--- config.mk ---
export PLATFORM = sky130hd
export DESIGN_NAME = fft_peak_detect
export DESIGN_NICKNAME = d
export VERILOG_FILES = /design/src/rtl/fft_pkg.sv /design/src/rtl/cplx_pwr.sv /design/src/rtl/fft_peak_detect.sv
export SDC_FILE = /design/constraint.sdc
export NUM_CORES = 2
export LEC_CHECK = 0
export CAP_MARGIN = 20
export CORE_MARGIN = 1
export CORE_UTILIZATION = 55
export CTS_CLUSTER_DIAMETER = 200
export DETAILED_ROUTE_END_ITERATION = 10
export DONT_BUFFER_PORTS = 1
export PLACE_DENSITY = 0.81
export SKIP_CTS_REPAIR_TIMING = 1
export SYNTH_ARGS = -nofsm -noshare
export SYNTH_HDL_FRONTEND = slang
export SYNTH_HIERARCHICAL = 1
export SYNTH_SLANG_ARGS = --single-unit
--- constraint.sdc ---
create_clock -name clk -period 14.9 [get_ports clk]
set_input_delay 2.98 -clock clk [delete_from_list [all_inputs] [get_ports clk]]
set_output_delay 2.98 -clock clk [all_outputs]
set_load 0.05 [all_outputs]
--- src/rtl/fft_pkg.sv ---
// Shared FFT definitions: frame-size limits, np code decode and the frame-tracking FSM state type.
// Used by fft_peak_detect and by other FFT blocks that accept the same np frame-size code.
package fft_pkg;

    // log2 of the largest supported frame (2048 points)
    localparam int unsigned MAX_LOG2N = 11;
    // log2 of the smallest frame (np code 0 -> 8 points)
    localparam int unsigned MIN_LOG2N = 3;
    // Largest meaningful np code; codes above it alias to it
    localparam logic [3:0]  NP_MAX    = 4'd8;

    typedef enum logic [0:0] {
        StIdle,
        StRun
    } fft_state_e;

    // np code -> log2(frame points), saturating codes 9..15 to the 2048-point frame
    function automatic logic [3:0] np_to_log2(input logic [3:0] np);
        logic [3:0] code;
        code = (np > NP_MAX) ? NP_MAX : np;
        return code + 4'(MIN_LOG2N);
    endfunction

    // np code -> number of points in the frame
    function automatic int unsigned np_to_point(input logic [3:0] np);
        return 32'd1 << np_to_log2(np);
    endfunction

endpackage

--- src/rtl/cplx_pwr.sv ---
// Two-stage squared-magnitude pipeline: stage 1 registers re^2 and im^2 (signed, full
// precision), stage 2 registers their unsigned sum. Qualifiers ride along with the data.
// Ports:
//   clk, rst                 clock, asynchronous active-high reset
//   valid_in, sop_in         input qualifiers
//   y_re, y_im               signed complex sample
//   power                    unsigned y_re^2 + y_im^2, 2 cycles after the input
//   power_valid, power_sop   qualifiers delayed by 2 cycles
module cplx_pwr
#(
    parameter int unsigned DATA_WIDTH = 16
) (
    input  logic                           clk,
    input  logic                           rst,
    input  logic                           valid_in,
    input  logic                           sop_in,
    input  logic signed [DATA_WIDTH-1:0]   y_re,
    input  logic signed [DATA_WIDTH-1:0]   y_im,
    output logic        [2*DATA_WIDTH-1:0] power,
    output logic                           power_valid,
    output logic                           power_sop
);

    localparam int unsigned PW = 2 * DATA_WIDTH;

    logic signed [PW-1:0] re_ext;
    logic signed [PW-1:0] im_ext;
    logic signed [PW-1:0] re_sq_q;
    logic signed [PW-1:0] im_sq_q;
    logic                 valid_q;
    logic                 sop_q;

    // Sign-extend before multiplying so the product is computed at full width
    assign re_ext = PW'(y_re);
    assign im_ext = PW'(y_im);

    always_ff @(posedge clk or posedge rst) begin
        if (rst) begin
            re_sq_q     <= '0;
            im_sq_q     <= '0;
            valid_q     <= 1'b0;
            sop_q       <= 1'b0;
            power       <= '0;
            power_valid <= 1'b0;
            power_sop   <= 1'b0;
        end else begin
            re_sq_q     <= re_ext * re_ext;
            im_sq_q     <= im_ext * im_ext;
            valid_q     <= valid_in;
            sop_q       <= sop_in & valid_in;
            // Each square is at most 2^(PW-2), so the unsigned sum cannot wrap
            power       <= $unsigned(re_sq_q) + $unsigned(im_sq_q);
            power_valid <= valid_q;
            power_sop   <= sop_q;
        end
    end

endmodule

--- src/rtl/fft_peak_detect.sv ---
// Per-bin power and per-frame peak/energy detector for a natural-order FFT output stream.
// Ports:
//   clk, rst                 clock, asynchronous active-high reset
//   np                       frame size code (0 -> 8 ... 8 -> 2048), sampled with sop_in
//   valid_in, sop_in         bin valid, first bin of frame
//   y_re, y_im               signed FFT bin
//   power_out/_valid/_sop    streamed |y|^2, 2 cycles after the input
//   peak_idx, peak_pwr       location and value of the largest power in the last frame
//   energy                   sum of power over the last frame
//   done                     pulse: results updated
//   frame_err                pulse: frame aborted by an early sop_in
module fft_peak_detect
    import fft_pkg::*;
#(
    parameter int unsigned DATA_WIDTH = 16,
    parameter int unsigned MAX_LOG2N  = fft_pkg::MAX_LOG2N
) (
    input  logic                                     clk,
    input  logic                                     rst,
    input  logic [3:0]                               np,
    input  logic                                     valid_in,
    input  logic                                     sop_in,
    input  logic signed [DATA_WIDTH-1:0]             y_re,
    input  logic signed [DATA_WIDTH-1:0]             y_im,
    output logic        [2*DATA_WIDTH-1:0]           power_out,
    output logic                                     power_valid,
    output logic                                     power_sop,
    output logic        [MAX_LOG2N-1:0]              peak_idx,
    output logic        [2*DATA_WIDTH-1:0]           peak_pwr,
    output logic        [2*DATA_WIDTH+MAX_LOG2N-1:0] energy,
    output logic                                     done,
    output logic                                     frame_err
);

    localparam int unsigned PW = 2 * DATA_WIDTH;
    localparam int unsigned EW = PW + MAX_LOG2N;

    fft_state_e           state_q;
    logic [MAX_LOG2N-1:0] cnt_q;
    logic [MAX_LOG2N-1:0] last_q;
    logic [PW-1:0]        run_max_q;
    logic [MAX_LOG2N-1:0] run_idx_q;
    logic [EW-1:0]        run_sum_q;
    logic [3:0]           np_p1_q;
    logic [3:0]           np_p2_q;

    logic [MAX_LOG2N-1:0] frame_last;
    logic [MAX_LOG2N-1:0] cnt_inc;
    logic [EW-1:0]        sum_inc;
    logic                 gt;

    cplx_pwr #(
        .DATA_WIDTH (DATA_WIDTH)
    ) u_cplx_pwr (
        .clk         (clk),
        .rst         (rst),
        .valid_in    (valid_in),
        .sop_in      (sop_in),
        .y_re        (y_re),
        .y_im        (y_im),
        .power       (power_out),
        .power_valid (power_valid),
        .power_sop   (power_sop)
    );

    // np travels alongside the power pipeline so it lines up with power_sop
    always_ff @(posedge clk or posedge rst) begin
        if (rst) begin
            np_p1_q <= '0;
            np_p2_q <= '0;
        end else begin
            np_p1_q <= np;
            np_p2_q <= np_p1_q;
        end
    end

    always_comb begin
        frame_last = MAX_LOG2N'((32'd1 << np_to_log2(np_p2_q)) - 32'd1);
        cnt_inc    = cnt_q + MAX_LOG2N'(1);
        sum_inc    = run_sum_q + EW'(power_out);
        // Strictly greater: on ties the earliest bin keeps the peak
        gt         = power_out > run_max_q;
    end

    always_ff @(posedge clk or posedge rst) begin
        if (rst) begin
            state_q   <= StIdle;
            cnt_q     <= '0;
            last_q    <= '0;
            run_max_q <= '0;
            run_idx_q <= '0;
            run_sum_q <= '0;
            peak_idx  <= '0;
            peak_pwr  <= '0;
            energy    <= '0;
            done      <= 1'b0;
            frame_err <= 1'b0;
        end else begin
            done      <= 1'b0;
            frame_err <= 1'b0;
            if (power_valid) begin
                if (power_sop) begin
                    // In StRun the counter never reaches the last bin, so any sop there is early
                    frame_err <= (state_q == StRun);
                    state_q   <= StRun;
                    cnt_q     <= '0;
                    last_q    <= frame_last;
                    run_max_q <= power_out;
                    run_idx_q <= '0;
                    run_sum_q <= EW'(power_out);
                end else if (state_q == StRun) begin
                    cnt_q     <= cnt_inc;
                    run_sum_q <= sum_inc;
                    if (gt) begin
                        run_max_q <= power_out;
                        run_idx_q <= cnt_inc;
                    end
                    if (cnt_inc == last_q) begin
                        state_q  <= StIdle;
                        done     <= 1'b1;
                        peak_idx <= gt ? cnt_inc : run_idx_q;
                        peak_pwr <= gt ? power_out : run_max_q;
                        energy   <= sum_inc;
                    end
                end
            end
        end
    end

endmodule
# After elaboration in Yosys (flattened, before gate mapping)
# Cells that the tools add are included.
# Widths: inputs -> output; s select.
[word_totals] regBits=305 output_inout_bits=122 word_cells=57
[op_classes] add_sub_neg=5 mul=2 magnitude_cmp=2 eq_ne=1 n_shift=1 muxes=20 bitwise=2 reduce_logical=4
[op_table] op="$mux 32" n=3
[op_table] op="$mux 43" n=2
[op_table] op="$mul 16x16->32" n=2
[op_table] op="$mux 11" n=5
[op_table] op="$add 43x32->43" n=1
[op_table] op="$add 32x32->32" n=1
[op_table] op="$gt 32x32->1" n=1
[op_table] op="$add 11x1->11 const B" n=1
[op_table] op="$eq 11x11->1" n=1
[op_table] op="$shl 1x4->11 const A" n=1
[op_table] op="$sub 11x1->11 const B" n=1
[op_table] op="$mux 1" n=9
[op_table] op="$add 4x2->4 const B" n=1
[op_table] op="$gt 4x4->1 const B" n=1
[op_table] op="$mux 4" n=1
[op_table] op="$reduce_and 2->1" n=2
[op_table] op="$reduce_and 4->1" n=1
[op_table] op="$reduce_bool 2->1" n=1
[op_table] op="$and 1x1->1" n=1
[op_table] op="$not 1->1" n=1

# Depth between registers and ports, before layout
[logic_depth] word_depth=6 ltp_mapped=25 ltp_nobuf=24

# Hierarchy
# Netlist, hierarchy kept.
[by_module_without_submodules] mod="cplx_pwr" instances=1 cells_each=2237 area_each_um2=21520.6 seq_area_each_um2=2452.4
[by_module_without_submodules] mod="fft_peak_detect" instances=1 cells_each=1157 area_each_um2=11415.9 seq_area_each_um2=5129.9

# Least setup slack after synthesis
# No wires, ideal clock.
[synth_path] path_kind="input-to-reg" from="in y_im[15]" to="reg u_cplx_pwr.im_sq_q[31]" setup_time_ps=80 arrival_time_ps=8818 setup_slack_ps=6003 stages=22 n_path_buf=2 cell_sequence="clkbuf_1 > buf_1 > nand2_1 > fa_1 > inv_1 > fa_1 > fa_1 > fa_1 > fa_1 > inv_1 > fa_1 > inv_1 > ha_1 > a21o_1 > a21o_1 > a21o_1 > a21oi_1 > o21a_1 > o311a_1 > o21ai_1 > a21oi_1 > xnor2_1"
[synth_between] elab_chain_cells=1
[synth_rtl] element="start, declared" line_no="fft_peak_detect.sv:24" rtl="input logic signed [DATA_WIDTH-1:0] y_im,"
[synth_rtl] element="$mul 16x16->32" line_no="cplx_pwr.sv:48" rtl="im_sq_q <= im_ext * im_ext;"
[synth_rtl] element="end signal, assigned" line_no="cplx_pwr.sv:48"
[synth_rtl] element="end, declared" line_no="cplx_pwr.sv:29" rtl="logic signed [PW-1:0] im_sq_q;"
# No other way between the ends.
# A chain may end at the register's enable or synchronous reset.

# Worst setup path after layout
# Ends and elaborated chain as after synthesis.

==> impl_metrics.csv <==
group,metric,value,unit
die,rows,89,
critical_path,setup.worst_path.end,"u_cplx_pwr/im_sq_q[31]",
critical_path,rrSetupSlack,10.69,ns
synthesis,yosysTopAreaCell,"fa_1",
global_routing,grt_first_pass_wirelength,122.6,mm
synthesis,synth_edf_count,0,
die,die_h,246.7,um
run,cap_violations,0,
placement,io_buffers,0,
cts,cts_sinks,303,
drt,drt-wirelength-per-cell,17.92,um
drt,dr.pass1.iters,9,
finish,final_cell_mix,"inv_1 (735), fa_1 (470), nand2_1 (303), dfrtp_1 (303), ha_1 (276)",
global_routing,antenna_found_initial,0,
die,ioPinCount,162,
synthesis,synth_top_family_by_area,"adder cells",
critical_path,worst_path_most_repeated_cell,"fa_1",
critical_path,crit_type,"input pin to flop",
critical_path,cp_slowest_cell,"fa_1",
critical_path,crit_required,15.39,ns
critical_path,r2r_cells,10,
sta,post-route-period-util,58.64,%
synthesis,synth_seq_area_share,23.02,%
placement,gp_congestion,0.9252,
sta,max_freq,114.4,MHz
finish,register_area,7582,um2
drt,drtIter0Drc,1451,
synthesis,synth_mux_area_share,3.096,%
cts,numCtsBuffers,31,
global_routing,grt_pass1_vias,24248,
cts,clk_latency,0.59,ns
die,core_region_area,59130,um2
run_status,status,"finished with violations",
synthesis,synthXorXnorAreaFrac,4.600,%
critical_path,r2r_end,"run_idx_q[7]",
critical_path,arrival,9.23,ns
critical_path,cp_cell_sequence,"inv_1, nor2_1, fa_1, fa_1, fa_1, fa_1, fa_1, inv_1, fa_1, inv_1, ha_1, a21o_1, a21o_1, a21o_1, a21oi_1, o21a_1, o311a_1, o21ai_1, a21oi_1, xnor2_1",
hold_path,min_path_type,"flop to flop",
critical_path,end_kind,"flop",
run_status,violations,"design-rule violations",
finish,n_fill_cell,4858,
drt,drc,82,
finish,multiInputGateArea,22160,um2
drt,ant_nets,0,
synthesis,syn_area,32940,um2
sta,hold_viol_final,0,
drt,num_vias,23077,
die,fp.dieW,246.7,um
sta,final_max_slew_viol_count,0,
synthesis,synth.area.top_cells,"fa_1 (29%), dfrtp_1 (23%), ha_1 (10%), inv_1 (8.4%), nand2_1 (3.5%)",
synthesis,synth-simple-area-share,9.919,%
synthesis,yosysWarnings,6,
cts,tritoncts,"built",
sta,setup_viol_count_final,0,
finish,syn_to_final_growth,5.227,%
cts,cts.path.max_buffers,3,
synthesis,synthFlopType,"dfrtp_1",
die,start_util,55.70,%
finish,drive_gt1_share,4.882,%
synthesis,synth-compound-area-share,10.50,%
cts,clkTransAtPathRegs,0.06,ns
sta,tns,0,ns
synthesis,avgSynthCellArea,9.704,um2
synthesis,synth-seq-cells,303,
die,die_area,60870,um2
critical_path,worstSetupStartpointType,"input pin",
sta,skew,0.03105,ns
synthesis,synthAdderAreaFrac,39.05,%
critical_path,slowest_delay,0.88,ns
sta,tightest_slew,0.9252,ns
synthesis,synth_cell_types,89,
synthesis,syn_inst,3394,
critical_path,worstReg2RegStart,"u_cplx_pwr/power[25]",
synthesis,async_flop_share,100.0,%
finish,layout_commonest_cell,"inv_1",
cts,root_buffer,"clkbuf_16",
critical_path,critPathLaunch,"y_im[15]",
synthesis,synth_top_cell_area_share,28.57,%
global_routing,grt_overflow,0,
critical_path,crit_fanout,20,
sta,max_slew_margin,38.32,%
cts,cts_max_level,1,
drt,viasPerCell,5.584,
drt,totalWireLength,74.07,mm
sta,rsz0062_at_grt,"no",
finish,fin_nets,4120,
sta,fin_crit,8.738,ns
global_routing,grt_use_total,25.26,%
placement,dp.final_hpwl,58.96,mm
global_routing,grt_max_degree,133,
## registers in the layout (all words and copies together), names as in the netlist
signal and flops:
energy 43, run_sum_q 43, peak_pwr 32, run_max_q 32, u_cplx_pwr/power 32, u_cplx_pwr/im_sq_q 31, u_cplx_pwr/re_sq_q 31, cnt_q 11
last_q 11, peak_idx 11, run_idx_q 11, np_p1_q 4, np_p2_q 4, done 1, frame_err 1, state_q 1
u_cplx_pwr/power_sop 1, u_cplx_pwr/power_valid 1, u_cplx_pwr/sop_q 1, u_cplx_pwr/valid_q 1
## worst min-delay path by stage
stage,start,endpoint,depth (start not counted)
after CTS,np_p1_q[2],np_p2_q[2],0
final,u_cplx_pwr/sop_q,u_cplx_pwr/power_sop,0
after floorplan,np_p1_q[0],np_p2_q[0],0
after detailed placement,np_p1_q[0],np_p2_q[0],0
after global routing,u_cplx_pwr/sop_q,u_cplx_pwr/power_sop,0
after global placement,u_cplx_pwr/sop_q,u_cplx_pwr/power_sop,0
## critical path: cells and delay by family
family                   cells  cell delay, ns
XOR/XNOR                     1            0.13
AO/OA/AOI/OAI                8            1.49
AND/OR/NAND/NOR              1            0.20
adder cells (fa/ha/maj)      7            3.89
buffers and inverters        3            0.52
## kinds of logic (layout without fill, tap and decap cells)
group | count (synthesis) | in the layout
AOI/OAI and AO/OA | 529 | 529
xor gates and xnor gates | 173 | 173
adders and majority gates | 746 | 746
buffers and inverters | 843 | 807
DFF | 303 | 303
muxes | 96 | 96
other | 1 | 3
and+or+nand+nor | 703 | 703
## through the flow
step                      util [%]  area [um2]  hold WS (ns)  setup WS [ns]  cells
final                        58.61       34660        0.3504          6.162   4133
after global placement       56.79       33580        0.3318          5.748   4074
after detailed placement     56.79       33580        0.3347          5.601   4074
after CTS                    58.61       34660        0.3510          6.200   4132
after floorplan                  -       32940        0.3312          6.003   3395
after global routing         58.61       34660        0.3534          5.861   4132
## routing by layer
layer	share of wire, %	track usage [%]	vias to the layer above
met5	0	0	-
met4	3.0	7.571	0
met3	6.0	3.321	160
met2	52	45.62	697
met1	39	31.34	11598
li1	-	-	10622
## cell usage after synthesis (4+ instances only)
master,number
a22o_1,29
nor3_1,25
nand2_1,303
or3_1,4
nand2b_1,21
o21ai_1,15
a21boi_0,4
and3_1,16
ha_1,276
and2_1,75
nor2b_1,16
buf_4,4
a22oi_1,18
a21oi_1,117
a31o_2,13
a211oi_1,14
mux2_2,46
o2111ai_1,7
o21ai_0,151
o22ai_1,6
o21bai_1,15
inv_1,737
nand4_1,24
buf_2,19
xor2_1,55
or2_2,5
fa_1,470
a21oi_2,5
nor2_1,147
a21o_1,47
a31oi_1,12
dfrtp_1,303
and4_1,4
o31ai_1,7
o21a_1,13
clkbuf_1,76
xnor2_1,118
o211ai_1,13
nor4_1,6
mux2i_1,49
nand3_1,39
## cell type report
class                   instances  area share, %
diodes                          1       0.007220
clock inverters                23         0.7112
clock buffers                  35          2.397
multi-input cells            2249          63.95
flip-flops and latches        303          21.88
inverters                     737          8.011
well taps                     773          2.791
repair buffers                 12         0.2599
Power is left out: the tool's default activity adds up to more than one toggle a clock period on the data nets, which glitch-free logic cannot reach.
